## src/rtl/axil_snn_slave.sv

```systemverilog
// AXI4-Lite slave for the SNN coprocessor: image-buffer write path, control/status
// registers, start pulse and completion interrupt.
module axil_snn_slave #(
    parameter int                        AXI_DATA_WIDTH = 32,
    parameter int                        AXI_ADDR_WIDTH = 12,
    parameter int                        IMG_WORDS      = 256,
    parameter logic [AXI_ADDR_WIDTH-1:0] IMG_BASE       = 12'h400,
    parameter int                        RESULT_WIDTH   = 8,
    localparam int                       IMG_AW         = $clog2(IMG_WORDS)
) (
    input  logic                      ACLK,
    input  logic                      ARESETN,
    input  logic [AXI_ADDR_WIDTH-1:0] AWADDR,
    input  logic                      AWVALID,
    output logic                      AWREADY,
    input  logic [AXI_DATA_WIDTH-1:0] WDATA,
    input  logic [3:0]                WSTRB,
    input  logic                      WVALID,
    output logic                      WREADY,
    output logic [1:0]                BRESP,
    output logic                      BVALID,
    input  logic                      BREADY,
    input  logic [AXI_ADDR_WIDTH-1:0] ARADDR,
    input  logic                      ARVALID,
    output logic                      ARREADY,
    output logic [AXI_DATA_WIDTH-1:0] RDATA,
    output logic [1:0]                RRESP,
    output logic                      RVALID,
    input  logic                      RREADY,
    input  logic                      COPROCESSOR_RDY,
    input  logic [RESULT_WIDTH-1:0]   INFERED_DIGIT,
    output logic                      IMG_WE,
    output logic [IMG_AW-1:0]         IMG_ADDR,
    output logic [AXI_DATA_WIDTH-1:0] IMG_WDATA,
    output logic [3:0]                IMG_WSTRB,
    output logic                      START,
    output logic                      IRQ
);
    localparam logic [1:0] RESP_OKAY   = 2'b00;
    localparam logic [1:0] RESP_SLVERR = 2'b10;
    localparam logic [AXI_ADDR_WIDTH-1:0] IMG_MASK = AXI_ADDR_WIDTH'(IMG_WORDS * 4 - 1);

    logic                      aw_held_q, w_held_q;
    logic [AXI_ADDR_WIDTH-1:0] awaddr_q;
    logic [AXI_DATA_WIDTH-1:0] wdata_q;
    logic [3:0]                wstrb_q;
    logic                      bvalid_q;
    logic [1:0]                bresp_q, bresp_d;
    logic                      img_we_q, img_we_d;
    logic [IMG_AW-1:0]         img_addr_q;
    logic [AXI_DATA_WIDTH-1:0] img_wdata_q;
    logic [3:0]                img_wstrb_q;
    logic                      start_q, start_d;
    logic                      irq_en_q, irq_en_d;
    logic                      busy_q, busy_d;
    logic                      done_q, done_d, done_clr;
    logic                      irq_q, rdy_q, complete;
    logic [RESULT_WIDTH-1:0]   result_q;
    logic                      rvalid_q;
    logic [AXI_DATA_WIDTH-1:0] rdata_q, rdata_d;
    logic [1:0]                rresp_q, rresp_d;
    logic                      wr_commit, wr_is_reg, wr_is_img, rd_is_reg, ar_hs;
    logic                      unused_addr_bits;

    // Both channels are closed while a response is pending, so commit never overlaps BVALID.
    assign AWREADY   = ~aw_held_q & ~bvalid_q;
    assign WREADY    = ~w_held_q & ~bvalid_q;
    assign ARREADY   = ~rvalid_q;
    assign BVALID    = bvalid_q;
    assign BRESP     = bresp_q;
    assign RVALID    = rvalid_q;
    assign RDATA     = rdata_q;
    assign RRESP     = rresp_q;
    assign IMG_WE    = img_we_q;
    assign IMG_ADDR  = img_addr_q;
    assign IMG_WDATA = img_wdata_q;
    assign IMG_WSTRB = img_wstrb_q;
    assign START     = start_q;
    assign IRQ       = irq_q;

    assign wr_commit = aw_held_q & w_held_q;
    assign wr_is_reg = (awaddr_q[AXI_ADDR_WIDTH-1:4] == '0);
    assign wr_is_img = ((awaddr_q & ~IMG_MASK) == IMG_BASE);
    assign rd_is_reg = (ARADDR[AXI_ADDR_WIDTH-1:4] == '0);
    assign ar_hs     = ARVALID & ~rvalid_q;
    assign complete  = COPROCESSOR_RDY & ~rdy_q & busy_q;
    assign unused_addr_bits = ^{awaddr_q[1:0], ARADDR[1:0]};

    always_comb begin
        bresp_d  = RESP_OKAY;
        img_we_d = 1'b0;
        start_d  = 1'b0;
        done_clr = 1'b0;
        irq_en_d = irq_en_q;
        if (wr_commit) begin
            if (wr_is_reg) begin
                if (wstrb_q[0]) begin
                    case (awaddr_q[3:2])
                        2'd0: begin
                            // A refused START discards the whole CTRL write, IRQ_EN included.
                            if (wdata_q[0] && busy_q) begin
                                bresp_d = RESP_SLVERR;
                            end else begin
                                irq_en_d = wdata_q[1];
                                start_d  = wdata_q[0];
                            end
                        end
                        2'd1:    done_clr = wdata_q[1];
                        default: ;
                    endcase
                end
            end else if (wr_is_img) begin
                if (busy_q) bresp_d = RESP_SLVERR;
                else        img_we_d = 1'b1;
            end else begin
                bresp_d = RESP_SLVERR;
            end
        end
    end

    always_comb begin
        busy_d = busy_q;
        if (start_d)       busy_d = 1'b1;
        else if (complete) busy_d = 1'b0;
        done_d = done_q;
        if (complete)                  done_d = 1'b1;
        else if (start_d || done_clr)  done_d = 1'b0;
    end

    always_comb begin
        rdata_d = '0;
        rresp_d = RESP_OKAY;
        if (rd_is_reg) begin
            case (ARADDR[3:2])
                2'd0:    rdata_d[1]   = irq_en_q;
                2'd1:    rdata_d[1:0] = {done_q, busy_q};
                2'd2:    rdata_d      = AXI_DATA_WIDTH'(result_q);
                default: rdata_d      = AXI_DATA_WIDTH'(IMG_WORDS);
            endcase
        end else begin
            rresp_d = RESP_SLVERR;
        end
    end

    always_ff @(posedge ACLK or negedge ARESETN) begin
        if (!ARESETN) begin
            aw_held_q   <= 1'b0;
            w_held_q    <= 1'b0;
            awaddr_q    <= '0;
            wdata_q     <= '0;
            wstrb_q     <= '0;
            bvalid_q    <= 1'b0;
            bresp_q     <= RESP_OKAY;
            img_we_q    <= 1'b0;
            img_addr_q  <= '0;
            img_wdata_q <= '0;
            img_wstrb_q <= '0;
            start_q     <= 1'b0;
            irq_en_q    <= 1'b0;
            busy_q      <= 1'b0;
            done_q      <= 1'b0;
            irq_q       <= 1'b0;
            rdy_q       <= 1'b0;
            result_q    <= '0;
            rvalid_q    <= 1'b0;
            rdata_q     <= '0;
            rresp_q     <= RESP_OKAY;
        end else begin
            if (AWVALID && AWREADY) begin
                aw_held_q <= 1'b1;
                awaddr_q  <= AWADDR;
            end
            if (WVALID && WREADY) begin
                w_held_q <= 1'b1;
                wdata_q  <= WDATA;
                wstrb_q  <= WSTRB;
            end
            if (wr_commit) begin
                aw_held_q <= 1'b0;
                w_held_q  <= 1'b0;
                bvalid_q  <= 1'b1;
                bresp_q   <= bresp_d;
            end else if (bvalid_q && BREADY) begin
                bvalid_q <= 1'b0;
            end
            img_we_q <= img_we_d;
            if (img_we_d) begin
                img_addr_q  <= awaddr_q[IMG_AW+1:2];
                img_wdata_q <= wdata_q;
                img_wstrb_q <= wstrb_q;
            end
            start_q  <= start_d;
            irq_en_q <= irq_en_d;
            busy_q   <= busy_d;
            done_q   <= done_d;
            irq_q    <= done_q & irq_en_q;
            rdy_q    <= COPROCESSOR_RDY;
            if (complete) result_q <= INFERED_DIGIT;
            if (ar_hs) begin
                rvalid_q <= 1'b1;
                rdata_q  <= rdata_d;
                rresp_q  <= rresp_d;
            end else if (rvalid_q && RREADY) begin
                rvalid_q <= 1'b0;
            end
        end
    end
endmodule

```

## config.mk

```make
export PLATFORM = sky130hd
export DESIGN_NAME = axil_snn_slave
export DESIGN_NICKNAME = d
export VERILOG_FILES = /design/src/rtl/axil_snn_slave.sv
export SDC_FILE = /design/constraint.sdc
export NUM_CORES = 1
export LEC_CHECK = 0
export CAP_MARGIN = 20
export CORE_MARGIN = 3
export CORE_UTILIZATION = 46
export CTS_CLUSTER_DIAMETER = 30
export CTS_CLUSTER_SIZE = 12
export DETAILED_ROUTE_END_ITERATION = 8
export PLACE_DENSITY_LB_ADDON = 0.3
export REMOVE_ABC_BUFFERS = 1
export SLEW_MARGIN = 20
export SYNTH_ARGS = -nofsm -noshare
export SYNTH_HDL_FRONTEND = slang
export SYNTH_SLANG_ARGS = --single-unit
```

## constraint.sdc

```tcl
create_clock -name ACLK -period 2.1 [get_ports ACLK]
set_clock_uncertainty 0.05 [all_clocks]
set_input_delay 0.315 -clock ACLK [delete_from_list [all_inputs] [get_ports ACLK]]
set_output_delay 0.315 -clock ACLK [all_outputs]
set_load 0.03 [all_outputs]
```

==> run metrics <==
status finished clean; Remaining DRCs 0; Worst R2R Setup Slack 0.32 ns; clock sinks 120; Power Density 1529 nW/µm²; period utilization 93.62%; CP max-delay cell clkdlybuf4s50_1; IO Port Bufs 134; Reg clk slew, reported paths 0.06 ns; critical path's top delay family buffers and inverters; post-synthesis sequential area ratio 60.02%; WP data arrival 1.60 ns; global-route wire length before repair 16.42 mm; Synth Warn # 0; Area growth, synth to finish 40.81%; post-CTS setup buffers 0; area share of the largest cell type after synthesis 60.02%; class of the worst hold path in2reg; CP peak stage delay 0.70 ns; Cell Area, Synth 5004 µm²; Seq. cell area 3003 µm²; area occupied by multi-input gates 1777 µm²; ranking of synthesized cells by area dfrtp_1 60%, mux2_2 14%, mux2_4 11%; diodes inserted 0; Clock Path Buffers 2; Hold Vio Cnt, Final 0; number of global-route vias before repair 3306; post-layout net count 564; Crit. End Element primary output; largest net degree at the start of global routing 121; initial antenna violation count 0; Vert. Die Dim 110.3 µm; First-pass DRT Iterations 4; Initial Util 47.82%; Setup crit start kind register; routed len/inst 15.84 µm; vias 3048; CTS tree done; Yosys top cell by area dfrtp_1; synthesized flop and latch total 120; instance count of the mapped netlist 335; RR Startpoint aw_held_q$_DFFE_PN0P_; CTS Root Cell clkbuf_8; drt via density 4.823; RSZ-0062 raised after global routing no; synthesized area per cell 14.94 µm²; Num CTS Buffers 17; antenna-violating nets left 0; HP Start COPROCESSOR_RDY; I/O pin cnt 164; fin util 67.34%; CP Buf/Inv Count 1; Slew Limit Headroom 59.27%; Remaining Overflow, GRT 0; layout cells sized above 1 29.44%; Row Count 37; hold depth 1; Worst VDD drop 838.4 µV; FF-to-FF path depth 4; worst reg2reg endpoint IMG_WDATA[22]$_DFFE_PN0P_; measured slew at the worst slew-check pin 0.6109 ns; Final Slew Violations 0; die area 12170 µm²; Hold Crit Endpoint rdy_q$_DFF_PN0_; initial drt markers 116; Tot GR Track Use 17.82%; Leak 3.102 nW; worst skew pair latency 0.50 ns; Max Fclk 0.5086 GHz; crit path cell chain clkdlybuf4s50_1; critical path type reg2out; Yosys cell types 35; Fin Setup TNS 0 ns; Req. time, crit path 1.74 ns; dpl hpwl 6.956 mm; max cap viols 0; Finish-stage setup viols 0; Chip Width 110.3 µm; # fillers 753; Routability Congestion 0.7376; Tmin final 1.966 ns; H-tree level count 4; Critical Path Fanout Max 4; Core ar. 10460 µm²; Routed WL 10.01 mm
## synth_stat cells
cell / count
buf_2: 4
a21oi_1: 1
nor4_2: 1
mux2_4: 38
ha_1: 5
buf_4: 28
nor3b_1: 1
and3_2: 1
nor2_1: 4
nand2_1: 23
and2_1: 3
nor3_1: 1
nand3_1: 3
nor2b_1: 1
a222oi_1: 1
a211oi_1: 1
a22o_1: 1
clkbuf_1: 1
o21a_1: 1
conb_1: 1
o21bai_1: 1
dfrtp_1: 120
buf_6: 5
and3b_1: 2
or4_4: 1
o21ai_2: 1
o21ai_0: 10
o31ai_1: 1
inv_1: 7
nor4_1: 2
nand3b_1: 1
a21o_1: 1
mux2_2: 61
o221ai_1: 1
nand4b_1: 1
## how the worst max path moves through the flow
| stage | startpoint | to | slack [ns] | cells past startpoint |
|---|---|---|---|---|
| floorplan | awaddr_q[11]$_DFFE_PN0P_ | IMG_WDATA[20]$_DFFE_PN0P_ | -0.73 | 3 |
| global placement | ARADDR[2] | RDATA[0]$_DFFE_PN0P_ | 0.33 | 6 |
| detailed placement | ARADDR[2] | RDATA[0]$_DFFE_PN0P_ | 0.29 | 6 |
| CTS | RVALID$_DFFE_PN0P_ | ARREADY | 0.05 | 2 |
| global route | BVALID$_DFFE_PN0P_ | BVALID | 0.08 | 1 |
| finish | BVALID$_DFFE_PN0P_ | BVALID | 0.13 | 1 |
## logic make-up (layout without fill, tap and decap cells)
| group | after synthesis | after routing | synth area share [%] |
|---|---|---|---|
| adder cells (fa/ha/maj) | 5 | 5 | 1.250 |
| buffers and inverters | 45 | 182 | 6.327 |
| AO/OA/AOI/OAI | 20 | 20 | 2.576 |
| multiplexers | 99 | 99 | 25.13 |
| other | 1 | 25 | 0.07495 |
| flip-flops | 120 | 120 | 60.02 |
| AND/OR/NAND/NOR | 45 | 45 | 4.626 |
## power by group
group | leakage (nW) | switching (mW) | total (mW) | internal, mW
Sequential | 1.46 | 0.605 | 3.91 | 3.30
Clock | 0.287 | 1.07 | 2.95 | 1.88
Combinational | 1.35 | 1.83 | 3.92 | 2.09
## state kept, by name (all words and copies together), names as in the netlist, 4 cells and up
signal,count
wstrb_q,4
RDATA,9
IMG_ADDR,8
IMG_WDATA,32
IMG_WSTRB,4
wdata_q,32
awaddr_q,10
result_q,8
## cell type report
cell class | count | share of cell area, %
Multi-Input combinational cell | 194 | 25.22
Sequential cell | 120 | 42.62
Timing Repair Buffer | 143 | 20.71
Inverter | 7 | 0.3729
Clock buffer | 19 | 6.269
Clock inverter | 13 | 2.397
Tap cell | 136 | 2.415
## through the flow
step	instance area [µm²]	instances	power, mW	hold WS, ns	setup WS [ns]
after floorplan	4803	321	6.322	-0.03059	-0.7287
after global placement	6425	599	7.766	0.4077	0.3266
after detailed placement	6425	599	7.909	0.4099	0.2923
after CTS	7043	632	10.90	0.2235	0.04939
after global routing	7046	632	11.36	0.2165	0.08321
final	7046	632	10.77	0.2444	0.1339
## layout by cell type (no fill, tap or decap), types with 2 or more instances in the layout
master	n
inv_6	3
nor4_1	2
nand2_1	23
buf_4	5
dlygate4sd2_1	2
clkdlybuf4s50_1	130
buf_12	4
inv_1	7
clkbuf_8	3
clkbuf_16	16
conb_1	25
nor2_1	4
clkinv_4	2
nand3_1	3
and2_1	2
clkinvlp_4	4
dfrtp_1	120
mux2_4	38
ha_1	5
o21ai_0	10
bufinv_16	3
mux2_2	61
## timing repair
action / in CTS / in global routing
hold buffers: 1 / 0
setup endpoints to repair: 2 / 1
hold endpoints to repair: 120 / 0
gates resized for setup: 2 / 1
## layer usage
metal,routed length [µm],up-vias,GRT usage (%)
li1,-,1406,-
met4,121,0,5.717
met1,4190,1511,21.85
met5,0,-,0
met3,930,14,7.804
met2,4770,117,28.42
Note: power is estimated with default switching activity, not from simulation.
